<file path="config.mk">
export PLATFORM = sky130hd
export DESIGN_NAME = sdram_read_ctrl
export DESIGN_NICKNAME = d
export VERILOG_FILES = /design/src/rtl/sdram_pkg.sv /design/src/rtl/sdram_read_ctrl.sv
export SDC_FILE = /design/constraint.sdc
export NUM_CORES = 1
export LEC_CHECK = 0
export BUFFER_PORTS_ARGS = -buffer_cell sky130_fd_sc_hd__buf_2
export CAP_MARGIN = 10
export CORE_MARGIN = 2
export CORE_UTILIZATION = 45
export DETAILED_ROUTE_END_ITERATION = 16
export GPL_TIMING_DRIVEN = 0
export PLACE_DENSITY = 0.81
export SETUP_SLACK_MARGIN = 0.5
export SYNTH_ARGS = -nofsm -noshare
export SYNTH_HDL_FRONTEND = slang
export SYNTH_SLANG_ARGS = --single-unit
export TNS_END_PERCENT = 10
</file>
<file path="constraint.sdc">
create_clock -name i_sysclk -period 3.2 [get_ports i_sysclk]
set_clock_uncertainty 0.15 [all_clocks]
set_input_delay 0.48 -clock i_sysclk [delete_from_list [all_inputs] [get_ports i_sysclk]]
set_output_delay 0.48 -clock i_sysclk [all_outputs]
set_load 0.02 [all_outputs]
</file>
<file path="src/rtl/sdram_pkg.sv">
// -----------------------------------------------------------------------------
// sdram_pkg
// Shared SDRAM definitions used by the init, refresh, write and read blocks.
//   - Command encodings on {cs_n, ras_n, cas_n, we_n}
//   - Bus values driven while a block is not issuing a command
//   - Address field widths of the {bank, row, col} client address
// No ports (package).
// -----------------------------------------------------------------------------
package sdram_pkg;

  localparam logic [3:0] CMD_NOP          = 4'b0111;
  localparam logic [3:0] CMD_ACTIVE       = 4'b0011;
  localparam logic [3:0] CMD_READ         = 4'b0101;
  localparam logic [3:0] CMD_WRITE        = 4'b0100;
  localparam logic [3:0] CMD_BURST_STOP   = 4'b0110;
  localparam logic [3:0] CMD_PRECHARGE    = 4'b0010;
  localparam logic [3:0] CMD_AUTO_REFRESH = 4'b0001;
  localparam logic [3:0] CMD_LOAD_MODE    = 4'b0000;

  localparam int BA_W  = 2;
  localparam int ROW_W = 13;
  localparam int COL_W = 9;

  localparam logic [BA_W-1:0]  IDLE_BA   = 2'b11;
  localparam logic [ROW_W-1:0] IDLE_ADDR = 13'h1fff;

  // A10 high selects all banks for PRECHARGE.
  localparam logic [ROW_W-1:0] PRECH_ALL_ADDR = 13'h0400;

endpackage

</file>
<file path="src/rtl/sdram_read_ctrl.sv">
// -----------------------------------------------------------------------------
// sdram_read_ctrl
// Read-side responder to the SDRAM arbiter. Requests the bus when the client
// wants a read, and on grant runs one ACTIVE / READ / BURST_STOP / PRECHARGE
// sequence on a single row. Returning sdram_dq words are pushed to the read FIFO.
//
// Ports:
//   i_sysclk, i_sysrst_n   clock, asynchronous active-low reset
//   i_init_done            SDRAM initialisation complete
//   i_rd_en                client wants a read burst (level)
//   i_rd_addr[23:0]        {bank[23:22], row[21:9], col[8:0]}
//   i_rd_burst_len[9:0]    words per burst (0 -> 1, > PAGE_LEN -> PAGE_LEN)
//   i_read_start           arbiter grant (level)
//   i_rd_sdram_data[15:0]  sdram_dq as seen at the pins
//   o_rd_request           request to arbiter (registered)
//   o_rd_cmd/ba/addr       command, bank and address toward the arbiter mux
//   o_rd_done              one-cycle completion pulse
//   o_rd_fifo_wr_en/data   read-FIFO write strobe and captured word
//
// Arbiter handshake: o_rd_request is raised only in IDLE. The grant
// i_read_start is sampled only in IDLE; once the sequence starts it runs to
// completion whatever the grant does, and o_rd_done pulses once at the end.
// The arbiter is expected to drop the grant on seeing o_rd_done.
// -----------------------------------------------------------------------------
module sdram_read_ctrl
  import sdram_pkg::*;
#(
  parameter int TRCD_CLK = 2,
  parameter int CL       = 3,
  parameter int TRP_CLK  = 2,
  parameter int PAGE_LEN = 512
) (
  input  logic        i_sysclk,
  input  logic        i_sysrst_n,
  input  logic        i_init_done,
  input  logic        i_rd_en,
  input  logic [23:0] i_rd_addr,
  input  logic [9:0]  i_rd_burst_len,
  input  logic        i_read_start,
  input  logic [15:0] i_rd_sdram_data,
  output logic        o_rd_request,
  output logic [3:0]  o_rd_cmd,
  output logic [1:0]  o_rd_ba,
  output logic [12:0] o_rd_addr,
  output logic        o_rd_done,
  output logic        o_rd_fifo_wr_en,
  output logic [15:0] o_rd_fifo_wr_data
);

  localparam int CW = $clog2(PAGE_LEN + CL + TRP_CLK + TRCD_CLK) + 1;

  typedef enum logic [2:0] {
    S_IDLE, S_ACTIVE, S_TRCD, S_READ, S_RD_DATA, S_PRECH, S_TRP, S_DONE
  } rd_state_t;

  rd_state_t          r_state;
  logic [CW-1:0]      r_cnt;      // cycles since the ACTIVE cycle
  logic [23:0]        r_addr;
  logic [9:0]         r_bl;
  logic               r_req;
  logic [3:0]         r_cmd;
  logic [BA_W-1:0]    r_ba;
  logic [ROW_W-1:0]   r_a;
  logic               r_done;
  logic               r_wr_en;
  logic [15:0]        r_dq;       // pin data, registered every cycle
  logic [15:0]        r_hold;     // last word written to the FIFO

  // Phase boundaries, all relative to the ACTIVE cycle (count 0).
  logic [CW-1:0] w_nxt, w_bl, w_r, w_rc, w_bs, w_p, w_d;
  assign w_nxt = r_cnt + CW'(1);
  assign w_bl  = CW'(r_bl);
  assign w_r   = CW'(TRCD_CLK);         // READ
  assign w_bs  = w_r + w_bl;            // BURST_STOP
  assign w_rc  = w_r + CW'(CL);         // first data word at the pins
  assign w_p   = w_rc + w_bl;           // PRECHARGE, also the last strobe
  assign w_d   = w_p + CW'(TRP_CLK);    // done pulse

  function automatic logic [9:0] clamp_bl(input logic [9:0] bl);
    if (bl == 10'd0)               return 10'd1;
    else if (int'(bl) > PAGE_LEN)  return 10'(PAGE_LEN);
    else                           return bl;
  endfunction

  always_ff @(posedge i_sysclk or negedge i_sysrst_n) begin
    if (!i_sysrst_n) begin
      r_state <= S_IDLE;
      r_cnt   <= '0;
      r_addr  <= '0;
      r_bl    <= '0;
      r_req   <= 1'b0;
      r_cmd   <= CMD_NOP;
      r_ba    <= IDLE_BA;
      r_a     <= IDLE_ADDR;
      r_done  <= 1'b0;
      r_wr_en <= 1'b0;
      r_dq    <= '0;
      r_hold  <= '0;
    end else begin
      r_dq <= i_rd_sdram_data;
      if (r_wr_en) r_hold <= r_dq;

      // Idle bus values unless a state below issues a command.
      r_req   <= 1'b0;
      r_cmd   <= CMD_NOP;
      r_ba    <= IDLE_BA;
      r_a     <= IDLE_ADDR;
      r_done  <= 1'b0;
      r_wr_en <= 1'b0;

      case (r_state)
        S_IDLE: begin
          r_cnt <= '0;
          if (i_init_done && i_read_start) begin
            r_state <= S_ACTIVE;
            r_addr  <= i_rd_addr;
            r_bl    <= clamp_bl(i_rd_burst_len);
            r_cmd   <= CMD_ACTIVE;
            r_ba    <= i_rd_addr[23:22];
            r_a     <= i_rd_addr[21:9];
          end else begin
            r_req <= i_init_done && i_rd_en;
          end
        end
        S_DONE: begin
          r_state <= S_IDLE;
          r_cnt   <= '0;
        end
        default: begin
          r_cnt <= w_nxt;
          if (w_nxt < w_r) begin
            r_state <= S_TRCD;
          end else if (w_nxt == w_r) begin
            r_state <= S_READ;
            r_cmd   <= CMD_READ;
            r_ba    <= r_addr[23:22];
            r_a     <= {{(ROW_W-COL_W){1'b0}}, r_addr[8:0]};
          end else if (w_nxt < w_p) begin
            r_state <= S_RD_DATA;
          end else if (w_nxt == w_p) begin
            r_state <= S_PRECH;
            r_cmd   <= CMD_PRECHARGE;
            r_ba    <= r_addr[23:22];
            r_a     <= PRECH_ALL_ADDR;
          end else if (w_nxt < w_d) begin
            r_state <= S_TRP;
          end else begin
            r_state <= S_DONE;
            r_done  <= 1'b1;
          end
          // BURST_STOP lands strictly between READ and PRECHARGE since CL >= 2.
          if (w_nxt == w_bs) r_cmd <= CMD_BURST_STOP;
          // A word seen at the pins in cycle t is strobed in cycle t+1.
          r_wr_en <= (w_nxt > w_rc) && (w_nxt <= w_p);
        end
      endcase
    end
  end

  assign o_rd_request      = r_req;
  assign o_rd_cmd          = r_cmd;
  assign o_rd_ba           = r_ba;
  assign o_rd_addr         = r_a;
  assign o_rd_done         = r_done;
  assign o_rd_fifo_wr_en   = r_wr_en;
  assign o_rd_fifo_wr_data = r_wr_en ? r_dq : r_hold;

endmodule

</file>
Word level (Yosys, flattened, before mapping)
Index checks and enable logic that the tools add are counted.

Output and inout port bits: 38. Bits in registers: 102.

Eq/ne operators: 5. Mux-type cells: 39. Magnitude comparators: 6. Add/sub/neg operators: 4. Reductions and logical operators: 7.

Operators by type and width (count): $mux 13 (5); $pmux 13 s2 (1); $mux 3 (8); $eq 11x11->1 (2); $lt 11x11->1 (2); $mux 10 (2); $mux 16 (1); $mux 2 (7); $add 11x1->11 const B (1); $add 11x2->11 const B (1); $add 2x10->11 const A (1); $add 3x10->11 const A (1); $eq 11x2->1 const B (1); $gt 11x3->1 const B (1); $le 11x11->1 (1); $lt 11x2->1 const B (1); $mux 11 (1); $gt 10x10->1 const B (1); $logic_not 10->1 (1); $mux 1 (10); $pmux 4 s2 (1); $pmux 3 s2 (1); $mux 4 (1); $pmux 2 s2 (1); 6 further kinds (8).

Logic depth before layout (Yosys ltp)
Depth in word-level cells: 9. Mapped depth: 14. Mapped depth without buffers: 13.

Least setup slack after synthesis
Ideal clock, no wire load.

Path type: register to register. From: register r_cnt[0]. To: register r_a[5] (netlist: o_rd_addr[5]). Slack: -0.057 ns. Data required time: 2.986 ns. Path buffers: 0. Clock period less this slack: 3.257 ns. Library setup time: 0.064 ns. Arrival time: 3.044 ns. Cell stages (with the launch flop): 12. Cell sequence: dfrtp_1 ha_1 and3_1 a21boi_0 or2_2 ha_1 a21o_1 a21o_1 a21oi_1 a21oi_1 o311ai_1 a221o_1.

Longest elaborated chain between the ends: 7.

Ends and longest elaborated chain: from (decl) (line sdram_read_ctrl.sv:57) `logic [CW-1:0] r_cnt;`; from (signal assigned) (line sdram_read_ctrl.sv:130) `r_cnt <= w_nxt;`; $add 11x1->11 * (line sdram_read_ctrl.sv:71) `assign w_nxt = r_cnt + CW'(1);`; branches (longest 4 deep; another with $lt 11x11->1); $mux 13 * (line sdram_read_ctrl.sv:131) `if (w_nxt < w_r) begin`; $pmux 13 s2 * (line sdram_read_ctrl.sv:111) `case (r_state)`; to (signal assigned) (line sdram_read_ctrl.sv:120) `r_a <= i_rd_addr[21:9];`; to (signal assigned) (line sdram_read_ctrl.sv:137) `r_a <= {{(ROW_W-COL_W){1'b0}}, r_addr[8:0]};`; to (decl) (line sdram_read_ctrl.sv:63) `logic [ROW_W-1:0] r_a;`.

Every way passes the cells marked *. A chain may end at the register's enable or synchronous reset.

Worst setup path in the final report
From: register r_bl[2]. To: register r_state[0].

Longest elaborated chain between the ends: 9.

Ends and longest elaborated chain: from (decl) (line sdram_read_ctrl.sv:59) `logic [9:0] r_bl;`; from (signal assigned) (line sdram_read_ctrl.sv:117) `r_bl <= clamp_bl(i_rd_burst_len);`; $add 3x10->11 * (line sdram_read_ctrl.sv:76) `assign w_p = w_rc + w_bl;`; $add 11x2->11 (line sdram_read_ctrl.sv:77) `assign w_d = w_p + CW'(TRP_CLK);`; $lt 11x11->1 (line sdram_read_ctrl.sv:145) `end else if (w_nxt < w_d) begin`; $mux 1 (line sdram_read_ctrl.sv:145); $mux 2 (line sdram_read_ctrl.sv:140) `end else if (w_nxt == w_p) begin`; $mux 2 * (line sdram_read_ctrl.sv:138) `end else if (w_nxt < w_p) begin`; $mux 3 * (line sdram_read_ctrl.sv:133) `end else if (w_nxt == w_r) begin`; $mux 3 * (line sdram_read_ctrl.sv:131); $pmux 3 s2 * (line sdram_read_ctrl.sv:111); to (signal assigned) (line sdram_read_ctrl.sv:132) `r_state <= S_TRCD;`; to (signal assigned) (line sdram_read_ctrl.sv:134) `r_state <= S_READ;`; to (signal assigned) (line sdram_read_ctrl.sv:139) `r_state <= S_RD_DATA;`; to (decl) (line sdram_read_ctrl.sv:56) `rd_state_t r_state;`.

Every way passes the cells marked *; elsewhere a longest branch is shown, timed or not.

==> run_results.csv <==
group,metric,value,unit
status,outcome,"finished, violations left",
status,violations,"setup timing",
layout,fin_nets,681,
clocking,cts_tree,"yes",
yosys,synthArstFlopShare,100,%
critical_path,criticalPathCategory,"reg -> reg",
clocking,h-tree-depth,3,
routing,avgRoutedWirePerCell,17.0,um
placed_design,portBuffers,91,
routing,vias,4103,
critical_path,cp-start-kind,"flip-flop",
sta,worstMarginPinSlew,679,ps
worst_hold_path,min_path_cells,1,
layout,drive_above_1_share,43.4,%
clocking,insertion_delay,360,ps
yosys,synth_edf_count,0,
power_and_ir_drop,power_leakage,2.89,nW
placed_design,placed_area,5480,um^2
routing,drt-total-wl,12.6,mm
sta,hold_viol_final,0,
routing,drtPass1Iterations,7,
critical_path,cp_top_family,"simple AND/OR/NAND/NOR gates",
floorplan,ios,93,
global_route,grt.overflow.total,0,
sta,setup_violations,2,
yosys,synthCells,461,
critical_path,rrSetupSlack,-60,ps
sta,rsz0062_at_grt,"true",
critical_path,r2r-start,"r_bl[2]",
routing,remaining_drc_errors,0,
routing,routed_via_density,5.55,
routing,drt-initial-drc-count,221,
yosys,ys.flop_type,"dfrtp_1",
power_and_ir_drop,peakVddDrop,549,uV
clocking,cts_buffer_depth,2,
run,cap_viol_max_count,0,
critical_path,path_buf_inv,5,
sta,layout_min_cycle_time,3260,ps
sta,fmax,307,MHz
yosys,yosysSeqAreaShare,47.5,%
layout,n_antenna_cell,0,
critical_path,cp_slowest_stage_delay,490,ps
clocking,cts_root_buf,"clkbuf_8",
yosys,synth_cell_types,65,
global_route,grt_pass1_vias,4079,
power_and_ir_drop,power,6.27,mW
sta,layout_setup_ws,-62.3,ps
clocking,cts_inserted_buffers,9,
sta,relSlewSlack,54.6,%
critical_path,end_kind,"flip-flop",
yosys,syn_nets,544,
critical_path,path_max_fanout,4,
layout,final_area,6290,um^2
yosys,syn_area,4690,um^2
floorplan,core_area,10200,um^2
clocking,clkTransAtPathRegs,90,ps
critical_path,reg2reg_depth,16,
global_route,grt_max_degree,69,
floorplan,num_rows,37,
layout,nFillCells,788,
clocking,cts_num_sinks,88,
placed_design,pre_cts_ws,-138,ps
yosys,avgSynthCellArea,10.2,um^2
worst_hold_path,hold_start,"i_rd_sdram_data[6]",
critical_path,crit_slowest_cell,"or4_4",
worst_hold_path,worstHoldEndpoint,"r_dq[6]",
yosys,ys_seq_elements,88,
yosys,yosys_warnings,0,
placed_design,place_congestion,0.972,
sta,slew_viol_final,0,
routing,antenna_left,0,
floorplan,initial_core_util,45.8,%
worst_hold_path,min_path_type,"in -> reg",
critical_path,r2r_end,"r_state[0]",
floorplan,die_h,106,um
global_route,grt_usage,22.1,%
critical_path,arrival,3350,ps
power_and_ir_drop,p_per_area,996,nW/um^2
global_route,grt_pass1_wl,19.7,mm
sta,post-route-period-util,102,%
layout,areaGrowthSynthToFinish,34.2,%
critical_path,cpMostUsedCell,"ha_4",
floorplan,dieArea,11300,um^2
layout,utilization,61.5,%
critical_path,worstPathRequired,3290,ps
placed_design,dpl.hpwl,8.39,mm
critical_path,crit_chain,"clkbuf_8 -> inv_4 -> ha_4 -> a21oi_4 -> buf_12 -> xnor2_4 -> nand4_1 -> buf_4 -> buf_6 -> nand2_4 -> ha_4 -> or4_4 -> o221ai_4 -> o22ai_4 -> o211ai_1 -> a21oi_1",
global_route,antenna_found_initial,0,
floorplan,die_x,106,um
-- per-layer routing --
metal  global-route usage (%)  wire [um]
met5                        0          0
met4                     8.93        454
met3                     4.72        771
met2                     37.2       6310
met1                     27.9       5050
-- Yosys cell counts, types with 5 or more instances --
master	count	area (um^2)
a22o_1	5	43.8
nand4_1	10	62.6
a21o_1	6	45.0
a21oi_1	19	95.1
inv_1	21	78.8
nand2_1	61	229
xnor2_1	23	201
nor3_1	10	50.1
clkbuf_1	11	41.3
o21ai_0	13	65.1
nand3_1	13	65.1
dfrtp_1	70	1750
nor2_1	20	75.1
nor2_2	8	50.1
xor2_1	7	61.3
dfstp_2	18	473
o21ai_1	10	50.1
or3_1	7	43.8
and3_1	5	31.3
nand3b_1	6	45.0
nor4_1	6	37.5
ha_1	28	350
mux2_2	16	180
-- how the worst max path moves through the flow --
stage / endpoint / start / depth (start not counted) / slack [ps]
4_1_cts: r_state[0] / r_bl[2] / 15 / 120
3_3_place_gp: o_rd_addr[5] / r_cnt[0] / 11 / 3
2_1_floorplan: o_rd_addr[5] / r_cnt[1] / 11 / 390
3_5_place_dp: o_rd_ba[0] / r_cnt[0] / 11 / -140
5_1_grt: r_state[0] / r_bl[2] / 15 / -160
6_report: r_state[0] / r_bl[2] / 16 / -60
-- cell type report --
| class | instances | area [um^2] | share of cell area (%) |
|---|---|---|---|
| tap | 136 | 170 | 2.70 |
| sequential | 88 | 2230 | 35.4 |
| clock inverter | 7 | 101 | 1.61 |
| buffer | 19 | 105 | 1.67 |
| clock buffer | 9 | 124 | 1.97 |
| multi-input combinational | 332 | 2710 | 43.1 |
| timing repair buffer | 126 | 767 | 12.2 |
| inverter | 22 | 85.1 | 1.35 |
-- stage by stage --
| stage | std cells | TNS [ps] | hold WS, ps |
|---|---|---|---|
| final | 739 | -102 | 70.6 |
| after global routing | 739 | -756 | 46.5 |
| after CTS | 728 | 0 | 58.9 |
| after detailed placement | 689 | -992 | 248 |
| after global placement | 688 | 0 | 312 |
| after floorplan | 461 | 0 | 34.4 |
-- cell usage in the layout (no fill, tap or decap), drive strengths merged, types with 6 or more instances in the layout --
| cell type | synthesis | layout |
|---|---|---|
| buf | 8 | 132 |
| dfrtp | 70 | 70 |
| nand2 | 61 | 61 |
| ha | 28 | 28 |
| nor2 | 28 | 28 |
| inv | 22 | 25 |
| xnor2 | 24 | 24 |
| o21ai | 23 | 23 |
| clkbuf | 11 | 21 |
| a21oi | 19 | 19 |
| dfstp | 18 | 18 |
| mux2 | 17 | 17 |
| nand3 | 14 | 14 |
| nand4 | 11 | 11 |
| nor3 | 10 | 10 |
| or3 | 7 | 7 |
| xor2 | 7 | 7 |
| nor4 | 7 | 7 |
| a21o | 6 | 6 |
| nand3b | 6 | 6 |
| and3 | 6 | 6 |
-- power by group --
group	total, mW	internal (mW)	switching (mW)
Sequential	1.75	1.53	0.215
Clock	0.877	0.450	0.427
Combinational	3.64	1.56	2.08
Total	6.27	3.55	2.72
-- registers in the layout, indices dropped and copies added, names as in the netlist --
signal	flops
r_dq	16
r_hold	16
o_rd_addr	13
r_addr	11
r_cnt	11
r_bl	10
o_rd_cmd	3
r_state	3
o_rd_ba	2
o_rd_done	1
o_rd_fifo_wr_en	1
o_rd_request	1
-- worst reg2reg max path, cell delays in order (launching register included) --
cell      delay, ps
dfrtp_1         390
clkbuf_8        140
inv_4            50
ha_4            130
a21oi_4          60
buf_12          130
xnor2_4         220
nand4_1         240
buf_4           230
buf_6           120
nand2_4          60
ha_4            180
or4_4           490
o221ai_4        100
o22ai_4         130
o211ai_1        200
a21oi_1         110
-- cell families (layout without fill, tap and decap cells) --
family | count (synthesis) | in the layout | share of synthesized area [%]
multiplexers | 18 | 18 | 4.38
buffers and inverters | 41 | 183 | 3.63
other | 1 | 1 | 0.0800
AND/OR/NAND/NOR | 170 | 170 | 18.8
XOR/XNOR | 32 | 32 | 6.46
adder cells (fa/ha/maj) | 29 | 29 | 7.69
flip-flops | 88 | 88 | 47.5
AO/OA/AOI/OAI | 82 | 82 | 11.5
-- repair_timing --
| action | 4_1_cts | 5_1_grt |
|---|---|---|
| pin swaps | 24 | 18 |
| resized for setup | 44 | 22 |
| endpoints found under the hold margin | 19 | 0 |
| hold buffers | 1 | 0 |
| setup buffers | 22 | 10 |
| setup endpoints to repair | 50 | 33 |
(Power assumes the default switching activity.)
